**src/rtl/hazard_ctrl_unit.sv**
```systemverilog
`default_nettype none
// ============================================================================
//  Module      : hazard_ctrl_unit
//  Description : Hazard and forwarding controller for the EX stage of a
//                5-stage 16-bit pipeline.
//                - Forwarding selects for both ALU operands. EX/MEM has
//                  priority over MEM/WB, and r0 is never forwarded.
//                - Load-use bubbles, lasting LOAD_STALL_CYCLES cycles
//                  (legal range 1..3).
//                - Flush of IF/ID, ID/EX and EX/MEM when a branch resolved
//                  in MEM is taken.
//                - Full freeze while data memory is not ready. A branch
//                  seen during the freeze is remembered and acted on once
//                  the freeze ends.
//                - Saturating counters for bubbles and flushes.
//  Ports       : clock/reset     - rising-edge clock, sync active-high reset
//                id_*/ex_*/mem_*/wb_* - pipeline register/control taps
//                branch_taken    - taken branch sitting in MEM
//                ext_stall       - memory wait, freezes the pipeline
//                forward_a/b     - 00 regfile, 10 EX/MEM, 01 MEM/WB
//                pc_write, pc_src, ifid_write, ifid_flush, idex_bubble,
//                exmem_flush, pipe_write - pipeline register controls
//                stall_count, flush_count - saturating event counters
//  Revision    : 1.0 - initial release
// ============================================================================
module hazard_ctrl_unit #(
    parameter int LOAD_STALL_CYCLES = 1,
    parameter int CNT_W             = 16
) (
    input  logic             clock,
    input  logic             reset,
    input  logic [2:0]       id_rs,
    input  logic [2:0]       id_rt,
    input  logic             id_uses_rt,
    input  logic [2:0]       ex_rs,
    input  logic [2:0]       ex_rt,
    input  logic [2:0]       ex_rd,
    input  logic             ex_mem_read,
    input  logic             ex_reg_write,
    input  logic [2:0]       mem_rd,
    input  logic             mem_reg_write,
    input  logic [2:0]       wb_rd,
    input  logic             wb_reg_write,
    input  logic             branch_taken,
    input  logic             ext_stall,
    output logic [1:0]       forward_a,
    output logic [1:0]       forward_b,
    output logic             pc_write,
    output logic             pc_src,
    output logic             ifid_write,
    output logic             ifid_flush,
    output logic             idex_bubble,
    output logic             exmem_flush,
    output logic             pipe_write,
    output logic [CNT_W-1:0] stall_count,
    output logic [CNT_W-1:0] flush_count
);

    typedef enum logic [0:0] {
        RUN    = 1'b0,
        LSTALL = 1'b1
    } state_t;

    // The first bubble is issued from RUN, so LSTALL covers the remaining ones.
    localparam logic [1:0] c_STALL_RELOAD = 2'(LOAD_STALL_CYCLES - 1);

    state_t           r_state;
    logic [1:0]       r_bcnt;
    logic             r_pendBr;
    logic [CNT_W-1:0] r_stallCount;
    logic [CNT_W-1:0] r_flushCount;

    logic w_loadUse;
    logic w_branch;
    logic w_doFlush;
    logic w_doStall;

    // ------------------------------------------------------------------
    // Forwarding selects
    // ------------------------------------------------------------------
    function automatic logic [1:0] fwdSel(input logic [2:0] src,
                                          input logic [2:0] memRd,
                                          input logic       memWr,
                                          input logic [2:0] wbRd,
                                          input logic       wbWr);
        if (memWr && (memRd != 3'd0) && (memRd == src))
            return 2'b10;
        else if (wbWr && (wbRd != 3'd0) && (wbRd == src))
            return 2'b01;
        else
            return 2'b00;
    endfunction

    always_comb begin
        forward_a = 2'b00;
        forward_b = 2'b00;
        if (!reset) begin
            forward_a = fwdSel(ex_rs, mem_rd, mem_reg_write, wb_rd, wb_reg_write);
            forward_b = fwdSel(ex_rt, mem_rd, mem_reg_write, wb_rd, wb_reg_write);
        end
    end

    // ------------------------------------------------------------------
    // Hazard detection and priority: reset > freeze > branch > load-use
    // ------------------------------------------------------------------
    assign w_loadUse = ex_mem_read && ex_reg_write && (ex_rd != 3'd0) &&
                       ((ex_rd == id_rs) || (id_uses_rt && (ex_rd == id_rt)));
    assign w_branch  = branch_taken || r_pendBr;
    assign w_doFlush = !reset && !ext_stall && w_branch;
    assign w_doStall = !reset && !ext_stall && !w_branch &&
                       ((r_state == LSTALL) || w_loadUse);

    // Mealy outputs: they react in the same cycle as the hazard.
    always_comb begin
        pc_write    = 1'b1;
        ifid_write  = 1'b1;
        pipe_write  = 1'b1;
        pc_src      = 1'b0;
        ifid_flush  = 1'b0;
        idex_bubble = 1'b0;
        exmem_flush = 1'b0;
        if (reset) begin
            pc_write   = 1'b0;
            ifid_write = 1'b0;
            pipe_write = 1'b0;
        end else if (ext_stall) begin
            pc_write   = 1'b0;
            ifid_write = 1'b0;
            pipe_write = 1'b0;
        end else if (w_doFlush) begin
            pc_src      = 1'b1;
            ifid_flush  = 1'b1;
            idex_bubble = 1'b1;
            exmem_flush = 1'b1;
        end else if (w_doStall) begin
            pc_write    = 1'b0;
            ifid_write  = 1'b0;
            idex_bubble = 1'b1;
        end
    end

    // ------------------------------------------------------------------
    // State, pending branch and counters
    // ------------------------------------------------------------------
    always_ff @(posedge clock) begin
        if (reset) begin
            r_state      <= RUN;
            r_bcnt       <= 2'd0;
            r_pendBr     <= 1'b0;
            r_stallCount <= '0;
            r_flushCount <= '0;
        end else if (ext_stall) begin
            // Frozen: only remember a branch that resolves while we wait.
            r_pendBr <= r_pendBr | branch_taken;
        end else if (w_branch) begin
            // A flush squashes the younger instruction, so any stall is void.
            r_pendBr <= 1'b0;
            r_state  <= RUN;
            r_bcnt   <= 2'd0;
            if (r_flushCount != '1)
                r_flushCount <= r_flushCount + 1'b1;
        end else if (r_state == LSTALL) begin
            if (r_stallCount != '1)
                r_stallCount <= r_stallCount + 1'b1;
            r_bcnt <= r_bcnt - 2'd1;
            if (r_bcnt == 2'd1)
                r_state <= RUN;
        end else if (w_loadUse) begin
            if (r_stallCount != '1)
                r_stallCount <= r_stallCount + 1'b1;
            if (c_STALL_RELOAD != 2'd0) begin
                r_bcnt  <= c_STALL_RELOAD;
                r_state <= LSTALL;
            end
        end
    end

    assign stall_count = r_stallCount;
    assign flush_count = r_flushCount;

endmodule
`default_nettype wire

```
**config.mk**
```make
export PLATFORM = sky130hd
export DESIGN_NAME = hazard_ctrl_unit
export DESIGN_NICKNAME = d
export VERILOG_FILES = /design/src/rtl/hazard_ctrl_unit.sv
export SDC_FILE = /design/constraint.sdc
export NUM_CORES = 1
export LEC_CHECK = 0
export CAP_MARGIN = 20
export CORE_MARGIN = 5
export CORE_UTILIZATION = 41
export DETAILED_ROUTE_END_ITERATION = 8
export GPL_TIMING_DRIVEN = 0
export PLACE_DENSITY = 0.77
export SLEW_MARGIN = 20
export SYNTH_ARGS = -nofsm -noshare
export SYNTH_HDL_FRONTEND = slang
export SYNTH_SLANG_ARGS = --single-unit
```
**constraint.sdc**
```tcl
create_clock -name clock -period 2 [get_ports clock]
set_clock_uncertainty 0.05 [all_clocks]
set_input_delay 0.2 -clock clock [delete_from_list [all_inputs] [get_ports clock]]
set_output_delay 0.2 -clock clock [all_outputs]
set_load 0.01 [all_outputs]
```
After elaboration in Yosys (flattened, before gate mapping):

Index checks and enable logic that the tools add are counted.

* bits in registers: 36
* latch bits: 0
* RAM bits: 0
* memory bits (read-only): 0
* bits of input ports: 30
* output and inout bits: 43
* logic and storage cells: 78
* memories: 0

* add/sub/neg operators: 3
* multiply operators: 0
* div/mod/pow operators: 0
* $lt $le $gt $ge: 0
* equality and inequality tests: 9
* shift operators: 0
* mux-type cells: 29
* bitwise gates (word level): 3
* reductions and logical operators: 29

Operator list (count)
* $mux 16: 3
* $add 16x1->16 const B: 2
* $ne 16x16->1 const B: 2
* $mux 1: 20
* $eq 3x3->1: 6
* $logic_and 1x1->1: 14
* $mux 2: 6
* $reduce_bool 3->1: 3
* $reduce_and 3->1: 2
* $reduce_bool 2->1: 3
* $logic_not 1->1: 3
* $logic_or 1x1->1: 3
* $eq 2x1->1 const B: 1
* $not 1->1: 2
* $reduce_and 2->1: 1
* $sub 2x1->2 const B: 1
* $or 1x1->1: 1

Longest topological paths before layout:

* depth in word-level cells: 10
* gate-level depth with buffers: 8

Worst setup path after synthesis:

OpenSTA, ideal clock, no wires.

* path kind: flip-flop to flip-flop
* start point: register r_stallCount[0] (netlist: stall_count[0])
* end point: register r_stallCount[1] (netlist: stall_count[1])
* library setup time: 0.128 ns
* arrival: 1.800 ns
* required time: 1.822 ns
* slack: 0.023 ns
* stages on the path, launching flop included: 9
* path buffers: 1
* period minus slack after synthesis: 1.977 ns
* cells stage by stage: dfxtp_1 ha_1 nand4_1 nor4_4 nor2_1 nor2_4 buf_4 mux2i_1 nor2_1

* cells in the longest elaborated chain, start to end: 4
* elaborated cells between the ends (all ways): 5
* classes of those cells: 1 x add/sub; 1 x eq/ne; 3 x mux

RTL lines
* from (decl): line 70 `logic [CNT_W-1:0] r_stallCount;`
* from (signal assigned): line 164 `r_stallCount <= r_stallCount + 1'b1;`
* from (signal assigned): line 170 `r_stallCount <= r_stallCount + 1'b1;`
* $add 16x1->16 or $ne 16x16->1 (tied branches)
* $mux 16 *: line 163, 169
* $mux 16: line 168 `end else if (w_loadUse) begin`
* $mux 16 *: line 162 `end else if (r_state == LSTALL) begin`

Every way passes the cells marked *; elsewhere a longest branch is shown, timed or not. The select of a mux whose other input is x is not followed.
A chain may end at the register's enable or synchronous reset.

Final worst setup path:

* start point: register r_stallCount[0] (netlist: stall_count[0])
* end point: register r_stallCount[9] (netlist: stall_count[9])

The elaborated chain is that of the path after synthesis.

==> key figures <==
STA
  • Final period utilization: between 90% and 100%
  • Slew Limit Fails: 0
  • Final hold vios: 0
  • Slew @ Worst Pin: 0.5065 ns
  • Crit path time final: 1.982 ns
  • Final setup TNS: 0 ns
  • PnR worst setup slack: 0.01833 ns
  • Peak Freq: roughly 500 MHz
  • RSZ-0062 raised after global routing: true
  • Slew headroom: about two thirds
  • # setup viols final: 0

Power
  • Switching power: 0.0003668 W
  • Int Pwr: 0.001109 W
  • Clock network power share: 37.3%
  • Comb pwr share: a little over an eighth
  • Switching share of power: approximately a quarter
  • Maximum VDD drop: 0.0003499 V
  • Share of power burned in registers: 49.3%
  • Pwr Density: 482.3 nW/µm²
  • LEAKAGE: 1.139 nW

Synth
  • Synth Area in Simple Gates: 29.68%
  • Post-synth ARST share: 0%
  • Synth Net Count: roughly 280
  • Flops & latches, synth: 36
  • XOR/XNOR share of the synthesized area: 14.50%
  • Syn. warnings: 0
  • Mean Syn Cell Area: 8.380 µm²
  • Post-Synth Adder-Cell Area: 1.828%
  • Synth Instances: 245
  • Post-synthesis compound-gate area fraction: 14.08%
  • Main combinational cell family by area after synthesis: simple AND/OR/NAND/NOR gates
  • Sequential area share after synthesis: 35.10%
  • Share of synthesized area spent on multiplexers: 1.463%
  • Post-synth EDFFs: 0
  • Synth cell types: 47
  • Synthesized cell area: between 2000 and 2500 µm²
  • Top FF cell, synth: dfxtp_1

GRT
  • GRT Total Usage: 17.79%
  • GRT met1 Usage: 22.28%
  • Vias in the first global route: 2062
  • Gr ovfl total: 0
  • Grt peak-use layer: met2
  • Largest net degree at the start of global routing: 12
  • GR met2 Demand/Resource: 29.97%
  • First-pass GRT wire length: 9.308 mm
  • Initial antenna violation count: 0
  • Met3 GRT Util: 4.656%

Clock tree
  • Clock root buffer: clkbuf_8
  • Clk buf depth: 2
  • CTS tree: done
  • CTS Sinks: 36
  • Worst-path clk slew: 0.07 ns
  • H-tree depth: 2
  • Clk_lat worst skew: 0.29 ns
  • CTS Hold Buffers Added: 0
  • Cts bufs inserted: 5

Routing
  • DR vias/cell: ~5.2
  • Number of DRC markers in iteration 0: 84
  • Routed wire length: around 5.5 mm
  • Drt wl/cell: 13.91 µm
  • Drc violations: 0
  • Drt pass-1 iters: 4
  • DR vias: 2076
  • Antenna Nets Post-Route: 0

Critical path
  • CP delay by family, top: simple AND/OR/NAND/NOR gates
  • CP max stage cell: or4_1
  • Crit path from: stall_count[0]
  • Crit path cell chain: ha_4 -> nand4_1 -> nor4_4 -> buf_4 -> a211oi_4 -> nor2_4 -> or4_1 -> a21oi_1
  • Arrival @ worst endpoint: 2.15 ns
  • RR Startpoint: stall_count[0]
  • Worst EP required: 2.17 ns
  • CP Class: reg -> reg
  • Critical path endpoint category: register
  • Critical Path Start Type: register
  • CP max FO: 6
  • Crit path largest cell delay: between 0.4 and 0.5 ns
  • CP bufs+invs: 1

Placed design
  • Port Buffers: 70
  • HPWL Detailed: 4.153 mm
  • Pre-CTS setup slack: -0.4092 ns
  • Placed insts: between 300 and 400
  • GP Congestion: 0.8115

Cells and area
  • Finished Core Util: 63.92%
  • Diode count: 0
  • Layout net count: 363
  • Share of layout cells above drive strength 1: 16.01%
  • Fillers: 418
  • Area growth syn-to-layout: 48.99%
  • Layout Cells excl Fill: 398

Worst hold path
  • Worst hold-check path type: in -> reg
  • Launch point of the worst hold path: ext_stall

Floorplan
  • Initial core utilization: 42.90%
  • Num rows: 25
  • Die height: 80.77 µm
  • Core Box Area: 4786 µm²
  • Die width: 80.77 µm
  • Die area: 6523 µm²
  • IO Pins: between 70 and 80

Flow run
  • Max Cap Viol: 0

Run status
  • Outcome: finished clean
worst paths after layout:
path | to | slack [ns] | cells after the start
setup reg to reg | stall_count[9] | 0.02 | 8
hold / removal | r_pendBr | 0.22 | 2
hold reg to reg | stall_count[10] | 0.46 | 2
setup / recovery | stall_count[9] | 0.02 | 8
flip-flops by register name, summed over array words and instances, names as in the netlist:
register	flops
r_bcnt	2
r_state	1
stall_count	16
flush_count	16
r_pendBr	1
cell usage after synthesis (all sizes together), types with 6 or more instances:
cell type | n | area, µm²
nor2 | 40 | 157.6
dfxtp | 36 | 720.7
xnor2 | 21 | 183.9
nand3 | 17 | 85.08
nand2 | 16 | 60.06
xor2 | 13 | 113.9
a21oi | 11 | 55.05
nor3 | 9 | 56.31
nand4 | 8 | 56.30
buf | 6 | 38.78
o21ai | 6 | 33.78
o31ai | 6 | 45.04
per-layer routing:
layer,up-vias,part of all wire [%]
li1,1046,-
met1,956,45
met2,68,47
met3,6,6.8
met4,0,1.1
met5,-,0
what timing repair did:
item | CTS | global route
resized for setup | 30 | 23
pin swaps | 9 | 8
endpoints found under the setup margin | 30 | 30
gates cloned | 2 | 0
setup buffers | 5 | 1
layout by cell type, fill, tap and decap left out, drive strengths merged, types with 4 or more instances in the layout:
cell type and instances:
clkdlybuf4s50 53, nor2 41, dfxtp 36, xnor2 21
nand3 17, nand2 16, buf 14, xor2 13
clkbuf 12, a21oi 11, dlygate4sd2 10, nor3 9
nand4 8, o31ai 6, o21ai 6, or4 5
inv 4, and3 4
worst register-to-register path: cells and delay by family (launching register included):
| kind | cells | cell delay, ns |
|---|---|---|
| compound gates | 2 | 0.44 |
| simple gates | 4 | 0.76 |
| fa+ha+maj | 1 | 0.17 |
| flops | 1 | 0.35 |
| buf+inv | 1 | 0.14 |
area by class of cell:
cell class                      count  area [µm²]  area share (%)
Multi-Input combinational cell    196        1328           43.39
Timing Repair Buffer               77       742.0           24.25
Inverter                            4       15.01          0.4908
Buffer                             10       57.56           1.881
Sequential cell                    36       739.5           24.17
Tap cell                           67       83.83           2.740
Clock buffer                        7       86.33           2.822
Clock inverter                      1       7.507          0.2454
logic make-up after synthesis:
logic type                 count (synthesis)
xor gates and xnor gates                  34
DFF                                       36
and+or+nand+nor                          115
adders and majority gates                  3
AOI/OAI and AO/OA                         40
buffers and inverters                     14
muxes                                      3
per-stage QoR:
stage	area [µm²]	hold WS, ns	power [W]
6_report	3059	0.2217	0.001476
5_1_grt	3059	0.2400	0.001528
4_1_cts	3012	0.2163	0.001477
3_5_place_dp	2838	0.4353	0.0009443
3_3_place_gp	2838	0.4206	0.0009405
2_1_floorplan	2053	0.4035	0.0008340
power groups by stage:
stage | Clock, W | Combinational [W] | Sequential, W
after floorplan | 0 | 0.0000901 | 0.000744
after global placement | 0 | 0.000197 | 0.000743
after detailed placement | 0 | 0.000201 | 0.000743
after CTS | 0.000555 | 0.000195 | 0.000727
after global routing | 0.000583 | 0.000218 | 0.000728
final | 0.000550 | 0.000198 | 0.000727
Note: power is estimated with default switching activity, not from simulation.
